### src/rtl/vc_mem_net_adapter_if.sv
// rtl/vc_mem_net_adapter_if.sv - valid/ready message channel used on every adapter port
interface vc_mem_net_adapter_if #(
    parameter int p_msg_sz = 1
);
    logic [p_msg_sz-1:0] msg;
    logic                val;
    logic                rdy;

    modport master (output msg, output val, input rdy);
    modport slave  (input msg, input val, output rdy);
endinterface

### src/rtl/vc_mem_net_adapter.sv
// rtl/vc_mem_net_adapter.sv - requester-side bridge wrapping mem requests into network messages
// Responses are kept in order by only admitting requests to one bank at a time.
module vc_mem_net_adapter #(
    parameter int p_num_nodes    = 4,
    parameter int p_addr_sz      = 16,
    parameter int p_data_sz      = 32,
    parameter int p_node_id      = 0,
    parameter int p_bank_lsb     = 2,
    parameter int p_max_inflight = 4
) (
    input  logic                 clk,
    input  logic                 reset,
    vc_mem_net_adapter_if.slave  memreq,
    vc_mem_net_adapter_if.master netout,
    vc_mem_net_adapter_if.slave  netin,
    vc_mem_net_adapter_if.master memresp,
    output logic                 err
);
    localparam int c_srcdest_sz = $clog2(p_num_nodes);
    localparam int c_len_sz     = $clog2(p_data_sz / 8);
    localparam int c_req_sz     = 1 + p_addr_sz + c_len_sz + p_data_sz;
    localparam int c_resp_sz    = 1 + c_len_sz + p_data_sz;
    localparam int c_netreq_sz  = c_req_sz + 2 * c_srcdest_sz;
    localparam int c_cnt_sz     = $clog2(p_max_inflight + 1);
    localparam logic [c_cnt_sz-1:0]     c_max = c_cnt_sz'(p_max_inflight);
    localparam logic [c_srcdest_sz-1:0] c_src = c_srcdest_sz'(p_node_id);

    logic [c_netreq_sz-1:0]  req_msg_q, req_msg_d;
    logic                    req_full_q, req_full_d;
    logic [c_resp_sz-1:0]    resp_msg_q, resp_msg_d;
    logic                    resp_full_q, resp_full_d;
    logic [c_cnt_sz-1:0]     cnt_q, cnt_d;
    logic [c_srcdest_sz-1:0] cur_dest_q, cur_dest_d;
    logic                    err_q, err_d;

    logic [c_srcdest_sz-1:0] req_dest, resp_src;
    logic req_fire, netout_fire, netin_fire, memresp_fire, dest_ok, cnt_inc, cnt_dec;
    logic unused_netin_dest;

    assign req_dest = memreq.msg[c_len_sz + p_data_sz + p_bank_lsb +: c_srcdest_sz];
    assign resp_src = netin.msg[c_resp_sz +: c_srcdest_sz];
    assign unused_netin_dest = ^netin.msg[c_resp_sz + c_srcdest_sz +: c_srcdest_sz];

    assign dest_ok      = (cnt_q == '0) || (req_dest == cur_dest_q);
    assign memreq.rdy   = ~reset & (~req_full_q | netout.rdy) & (cnt_q < c_max) & dest_ok;
    assign netin.rdy    = ~reset & (~resp_full_q | memresp.rdy);
    assign req_fire     = memreq.val & memreq.rdy;
    assign netout_fire  = req_full_q & netout.rdy;
    assign netin_fire   = netin.val & netin.rdy;
    assign memresp_fire = resp_full_q & memresp.rdy;

    // An unsolicited response can be delivered with cnt at zero; never let it wrap.
    assign cnt_inc = req_fire;
    assign cnt_dec = memresp_fire & (cnt_q != '0);

    always_comb begin
        req_msg_d   = req_msg_q;
        req_full_d  = req_full_q;
        resp_msg_d  = resp_msg_q;
        resp_full_d = resp_full_q;
        cnt_d       = cnt_q;
        cur_dest_d  = cur_dest_q;
        err_d       = err_q;

        if (netout_fire) req_full_d = 1'b0;
        if (req_fire) begin
            req_msg_d  = {req_dest, c_src, memreq.msg};
            req_full_d = 1'b1;
            cur_dest_d = req_dest;
        end

        if (memresp_fire) resp_full_d = 1'b0;
        if (netin_fire) begin
            resp_msg_d  = netin.msg[c_resp_sz-1:0];
            resp_full_d = 1'b1;
            if ((resp_src != cur_dest_q) || (cnt_q == '0)) err_d = 1'b1;
        end

        if (cnt_inc && !cnt_dec)      cnt_d = cnt_q + c_cnt_sz'(1);
        else if (cnt_dec && !cnt_inc) cnt_d = cnt_q - c_cnt_sz'(1);
    end

    always_ff @(posedge clk) begin
        if (reset) begin
            req_msg_q   <= '0;
            req_full_q  <= 1'b0;
            resp_msg_q  <= '0;
            resp_full_q <= 1'b0;
            cnt_q       <= '0;
            cur_dest_q  <= '0;
            err_q       <= 1'b0;
        end else begin
            req_msg_q   <= req_msg_d;
            req_full_q  <= req_full_d;
            resp_msg_q  <= resp_msg_d;
            resp_full_q <= resp_full_d;
            cnt_q       <= cnt_d;
            cur_dest_q  <= cur_dest_d;
            err_q       <= err_d;
        end
    end

    assign netout.msg  = req_msg_q;
    assign netout.val  = req_full_q;
    assign memresp.msg = resp_msg_q;
    assign memresp.val = resp_full_q;
    assign err         = err_q;
endmodule

### src/flat_wrapper.sv
// flat-port wrapper written by rule: the top's interface ports become plain ports
module vc_mem_net_adapter_flat 
#(
    parameter int p_num_nodes    = 4,
    parameter int p_addr_sz      = 16,
    parameter int p_data_sz      = 32,
    parameter int p_node_id      = 0,
    parameter int p_bank_lsb     = 2,
    parameter int p_max_inflight = 4
)
  (clk, reset, err, memreq_msg, memreq_val, memreq_rdy, netout_msg, netout_val, netout_rdy, netin_msg, netin_val, netin_rdy, memresp_msg, memresp_val, memresp_rdy);
  vc_mem_net_adapter_if #(.p_msg_sz((51))) memreq_i ();
  vc_mem_net_adapter_if #(.p_msg_sz((55))) netout_i ();
  vc_mem_net_adapter_if #(.p_msg_sz((39))) netin_i ();
  vc_mem_net_adapter_if #(.p_msg_sz((35))) memresp_i ();
  input  logic clk;
  input  logic reset;
  output logic err;
  input wire logic [$bits(memreq_i.msg)-1:0] memreq_msg;
  input wire logic [$bits(memreq_i.val)-1:0] memreq_val;
  output wire logic [$bits(memreq_i.rdy)-1:0] memreq_rdy;
  output wire logic [$bits(netout_i.msg)-1:0] netout_msg;
  output wire logic [$bits(netout_i.val)-1:0] netout_val;
  input wire logic [$bits(netout_i.rdy)-1:0] netout_rdy;
  input wire logic [$bits(netin_i.msg)-1:0] netin_msg;
  input wire logic [$bits(netin_i.val)-1:0] netin_val;
  output wire logic [$bits(netin_i.rdy)-1:0] netin_rdy;
  output wire logic [$bits(memresp_i.msg)-1:0] memresp_msg;
  output wire logic [$bits(memresp_i.val)-1:0] memresp_val;
  input wire logic [$bits(memresp_i.rdy)-1:0] memresp_rdy;
  assign memreq_i.msg = memreq_msg;
  assign memreq_i.val = memreq_val;
  assign memreq_rdy = memreq_i.rdy;
  assign netout_msg = netout_i.msg;
  assign netout_val = netout_i.val;
  assign netout_i.rdy = netout_rdy;
  assign netin_i.msg = netin_msg;
  assign netin_i.val = netin_val;
  assign netin_rdy = netin_i.rdy;
  assign memresp_msg = memresp_i.msg;
  assign memresp_val = memresp_i.val;
  assign memresp_i.rdy = memresp_rdy;
  vc_mem_net_adapter #(.p_num_nodes(p_num_nodes), .p_addr_sz(p_addr_sz), .p_data_sz(p_data_sz), .p_node_id(p_node_id), .p_bank_lsb(p_bank_lsb), .p_max_inflight(p_max_inflight)) u_core (.clk(clk), .reset(reset), .memreq(memreq_i), .netout(netout_i), .netin(netin_i), .memresp(memresp_i), .err(err));
endmodule
### config.mk
export PLATFORM = sky130hd
export DESIGN_NAME = vc_mem_net_adapter_flat
export DESIGN_NICKNAME = d
export VERILOG_FILES = /design/src/rtl/vc_mem_net_adapter_if.sv /design/src/rtl/vc_mem_net_adapter.sv /design/src/flat_wrapper.sv
export SDC_FILE = /design/constraint.sdc
export NUM_CORES = 1
export LEC_CHECK = 0
export BUFFER_PORTS_ARGS = -buffer_cell sky130_fd_sc_hd__buf_2
export CAP_MARGIN = 15
export CELL_PAD_IN_SITES_DETAIL_PLACEMENT = 0
export CELL_PAD_IN_SITES_GLOBAL_PLACEMENT = 1
export CORE_ASPECT_RATIO = 1.4
export CORE_MARGIN = 2
export CORE_UTILIZATION = 30
export DETAILED_ROUTE_END_ITERATION = 16
export GPL_TIMING_DRIVEN = 0
export PLACE_DENSITY_LB_ADDON = 0.1
export SLEW_MARGIN = 20
export SYNTH_ARGS = -nofsm -noshare
export SYNTH_HDL_FRONTEND = slang
export SYNTH_SLANG_ARGS = --single-unit
### constraint.sdc
create_clock -name clk -period 2.4 [get_ports clk]
set_clock_uncertainty 0.1 [all_clocks]
set_input_delay 0.48 -clock clk [delete_from_list [all_inputs] [get_ports clk]]
set_output_delay 0.48 -clock clk [all_outputs]
set_load 0.01 [all_outputs]
==> run summary <==
The run finished with clean final reports. The slew at the pin closest to its max-slew limit was 0.5211 ns; the number of synthesized flops with an enable pin was 0. The tools report the startpoint kind of the worst setup timing path as a register. Counting cells, the worst reg-to-reg path comes to 11.

For the number of levels the H-tree was split into, the log shows 3. Via count of the first global-routing pass: 3,156. Switching power: 1.477 mW.

The run gives 191 as the number of placed I/O pins. The largest single stage delay on the critical path is 0.36 ns. STA classifies the critical path endpoint as a register. The routed design could run at a clock period as short as 2.277 ns. The sum of net half-perimeters after detailed placement was 7.444 mm.

After detailed placement, the total cell area comes to 0.004848 mm^2. Clock-pin slew was measured on the worst setup and hold paths at 0.06 ns. The port buffer count is 186. The run gives 9.649 mm as the final routed wirelength across all metal layers. The Yosys warning count is 0. On the critical path the largest part of the delay comes from simple AND/OR/NAND/NOR gates.

Setup repair after global routing left no endpoint under its margin. The part of the power in the clock network is 0.311. The run gives 0 as the number of antenna violations at the first check in global routing. The pre-antenna-repair detailed-routing pass consisted of 4 iterations.

TritonCTS built the clock tree. The endpoint identified for the worst register-to-register timing path is u_core.cnt_q[2]. The analysis attributes to cell leakage a power of 2.550 nW.

The overall fraction of global-route tracks in use came out at 0.1460. The run gives 393.3 uV as the peak supply drop. The count of antenna diodes in the layout is 0, and the cell area after layout is 0.005231 mm^2.

The headroom to the max-slew limit was 0.6511. The tools report the layout filler cell count as 1,271. For this run, design rule violations remaining after detail routing come to 0. The worst hold path was traced through 3 stages. The number of rows created at floorplan was 48. The max-slew violation count was 0; the count of different cell masters after synthesis was 26.

At the worst endpoint, the required time is 2.57 ns. Setup violations remaining at the end of the flow were counted as 0. The area used by multi-input combinational logic was 0.001729 mm^2; the per-cell routed wire length was 13.44 um. The share of synthesized area occupied by flip-flops and latches was 0.4966.

Worst min-delay path startpoint: netin_msg[19]. In the final layout, flip-flops and latches occupy 0.001847 mm^2. The class of the worst hold path is input pin to register. The total met2 wirelength after detailed routing was 4.910 mm; the clock latency on the worst-skew pair was 0.34 ns. Dividing the synthesized area by the synthesized cell count gives 10.24 um^2. The worst register-to-register path has a setup slack of 0.12 ns. The logs give 0 for the total congestion overflow after global routing and 0.301 for the combinational fraction of design power.

The die span in y works out to 135.6 um. The critical path contains buffers and inverters numbering 3 combined. The slowest stage of the critical path is the sky130_fd_sc_hd__dfxtp_4 cell.

The tree is rooted in a sky130_fd_sc_hd__clkbuf_16. Data on the critical path arrives at its endpoint at 2.45 ns. For the total routed wire length on the met1 layer, the log shows 3.875 mm.

Final hold violation count: 0. Walking the worst path, the cells encountered are xor2_1 > nor2_2 > o211ai_4 > buf_8 > inv_2 > ha_4 > inv_2 > fa_2 > xor2_1 > or3_1 > a21oi_1. TritonCTS created 9 clock buffers. For the maximum number of pins on one net before global-route repair, the log shows 15.

After technology mapping, the gate count stands at 362. The share of the cycle needed by the critical path after routing was 0.9489; the maximum operating frequency was 439.1 MHz. The hold-fix buffer count after cts was 0.

Clock tree synthesis found a total of 92 sinks. The placeable core area was 0.01219 mm^2; the initial standard-cell utilization of the core was 0.3042. In this run, synthesis produced a sequential element count of 92. The end of the worst hold path is u_core.memresp.msg[19].

Internal power comes to 3.845 mW. For this run, the leading register cell type out of synthesis is sky130_fd_sc_hd__dfxtp_1. The power per cell area was 1017 mW/mm^2; the fraction of final layout cells with drive strength greater than 1 was 0.4842.

Worst flop-to-flop path startpoint: u_core.cur_dest_q[0]. The via density per instance works out to 4.327. Compared with the post-synthesis result, the final layout area differs by 41.06%.

The logs give 5.321 mW for the power after layout and 0.4291 for the fraction of the core area covered by cells at the end of the flow. The post-synthesis async set-or-reset flop share works out to 0. The final route contains 3,107 vias. Switching part of the total power: 0.2775. The largest driver fanout on the critical path was 5.

In this run the remaining antenna-violating nets after routing total 0. In this run the deepest clock path goes through 2 buffers. The final setup TNS came out at 0 ns. The post-layout worst setup margin came out at 0.1227 ns. The area enclosed by the die boundary came out at 0.01328 mm^2.

OpenSTA, run right after detailed placement, puts the worst setup slack at -0.2593 ns. The final-stage net count is 661, and the fraction of power consumed by sequential logic is 0.388. Routability-driven placement congestion ratio: 0.6985. The highest layer touched by signal routing is met4. The violation count after the first detailed-route iteration is 68. The first global-routing pass estimated 15.24 mm of wire.

The worst setup path is of the register to register kind. The length of routed met3 wiring is 689 um. The count of max-cap constraint violations is 0, and the cell area after synthesis is 0.003709 mm^2.

From left edge to right edge, the die measures 97.97 um.
worst max-delay path by stage:
stage	from	end	slack [ns]	cells after the start
finish	u_core.cur_dest_q[0]	u_core.cnt_q[2]	0.12	11
global route	u_core.cur_dest_q[0]	u_core.cnt_q[2]	0.02	11
CTS	u_core.netout.msg[37]	u_core.cnt_q[2]	0.02	11
detailed placement	memreq_msg[36]	u_core.cnt_q[2]	-0.26	12
global placement	memreq_msg[36]	u_core.cnt_q[2]	-0.25	12
floorplan	memreq_msg[36]	u_core.cnt_q[2]	0.01	11
tightest hold or removal path, delay by kind of cell:
| kind | cells | cell delay (ns) |
|---|---|---|
| compound gates | 1 | 0.05 |
| buf+inv | 1 | 0.07 |
| simple gates | 1 | 0.03 |
cell type report:
type | count | area share
tap | 150 | 0.03588
inverter | 2 | 0.001435
multi-input combinational | 243 | 0.3305
clock inverter | 4 | 0.01818
buffer | 26 | 0.02966
clock buffer | 12 | 0.04903
sequential | 92 | 0.3530
timing repair buffer | 189 | 0.1823
power by group through the flow:
stage          Sequential, mW  Combinational [mW]  Clock [mW]
2_1_floorplan            2.26               0.840           0
3_3_place_gp             2.09                1.58           0
3_5_place_dp             2.10                1.61           0
4_1_cts                  2.07                1.62        1.72
5_1_grt                  2.12                1.74        1.78
6_report                 2.07                1.60        1.65
cells by family (layout without fill, tap and decap cells):
group	count (synthesis)	after routing	synth area share
AOI/OAI and AO/OA	42	42	0.06106
xor gates and xnor gates	6	6	0.01417
adders and majority gates	2	2	0.008772
buffers and inverters	28	233	0.04285
DFF	92	92	0.4966
muxes	52	52	0.1657
other	1	2	0.001011
and+or+nand+nor	139	139	0.2099
stage by stage:
stage | hold slack (ns) | cells
CTS | 0.2219 | 716
detailed placement | 0.3596 | 699
global placement | 0.3525 | 699
global route | 0.2325 | 718
finish | 0.2334 | 718
floorplan | 0.3930 | 363
routing by layer:
layer | up-vias | GRT usage
li1 | 1574 | -
met1 | 1408 | 0.1622
met2 | 112 | 0.2576
met3 | 13 | 0.04386
met4 | 0 | 0.06250
met5 | - | 0
synth_stat cells, types with 2 or more instances:
master / n / area (um^2)
sky130_fd_sc_hd__a21oi_1: 3 / 15.01
sky130_fd_sc_hd__and2b_1: 2 / 15.01
sky130_fd_sc_hd__buf_4: 4 / 30.03
sky130_fd_sc_hd__buf_6: 5 / 56.30
sky130_fd_sc_hd__clkbuf_1: 16 / 60.06
sky130_fd_sc_hd__dfxtp_1: 92 / 1842
sky130_fd_sc_hd__inv_1: 2 / 7.510
sky130_fd_sc_hd__mux2_2: 43 / 484.2
sky130_fd_sc_hd__mux2_4: 8 / 120.1
sky130_fd_sc_hd__nand2_1: 35 / 131.4
sky130_fd_sc_hd__nand2b_1: 36 / 225.2
sky130_fd_sc_hd__nand3_1: 2 / 10.01
sky130_fd_sc_hd__nor2_1: 8 / 30.03
sky130_fd_sc_hd__nor2b_1: 52 / 325.3
sky130_fd_sc_hd__o21ai_0: 38 / 190.2
sky130_fd_sc_hd__or3_1: 2 / 12.51
sky130_fd_sc_hd__xnor2_1: 2 / 17.52
sky130_fd_sc_hd__xor2_1: 4 / 35.03
placed cells by master (no fill, tap or decap), drive strengths merged:
master,instances
nand3,2
xor2,4
fa,1
o21ai,38
conb,2
or3,2
ha,1
and2b,2
bufinv,3
mux2,51
o211ai,1
a21oi,3
nand2,35
nor3b,1
nor2,8
clkbuf,28
xnor2,2
mux2i,1
inv,2
nand2b,36
clkinv,1
nor3,1
buf,199
dfxtp,92
nor2b,52
what timing repair did:
action	CTS	global route
setup endpoints to repair	2	1
pin swaps	2	1
setup buffers	1	2
resized for setup	0	4
flip-flops by register name, indices dropped and copies added (netlist names):
register,flops
u_core.cnt_q,3
u_core.cur_dest_q,1
u_core.err,1
u_core.memresp.msg,35
u_core.memresp.val,1
u_core.netout.msg,50
u_core.netout.val,1
No activity file was read; power rests on OpenSTA's default activity.
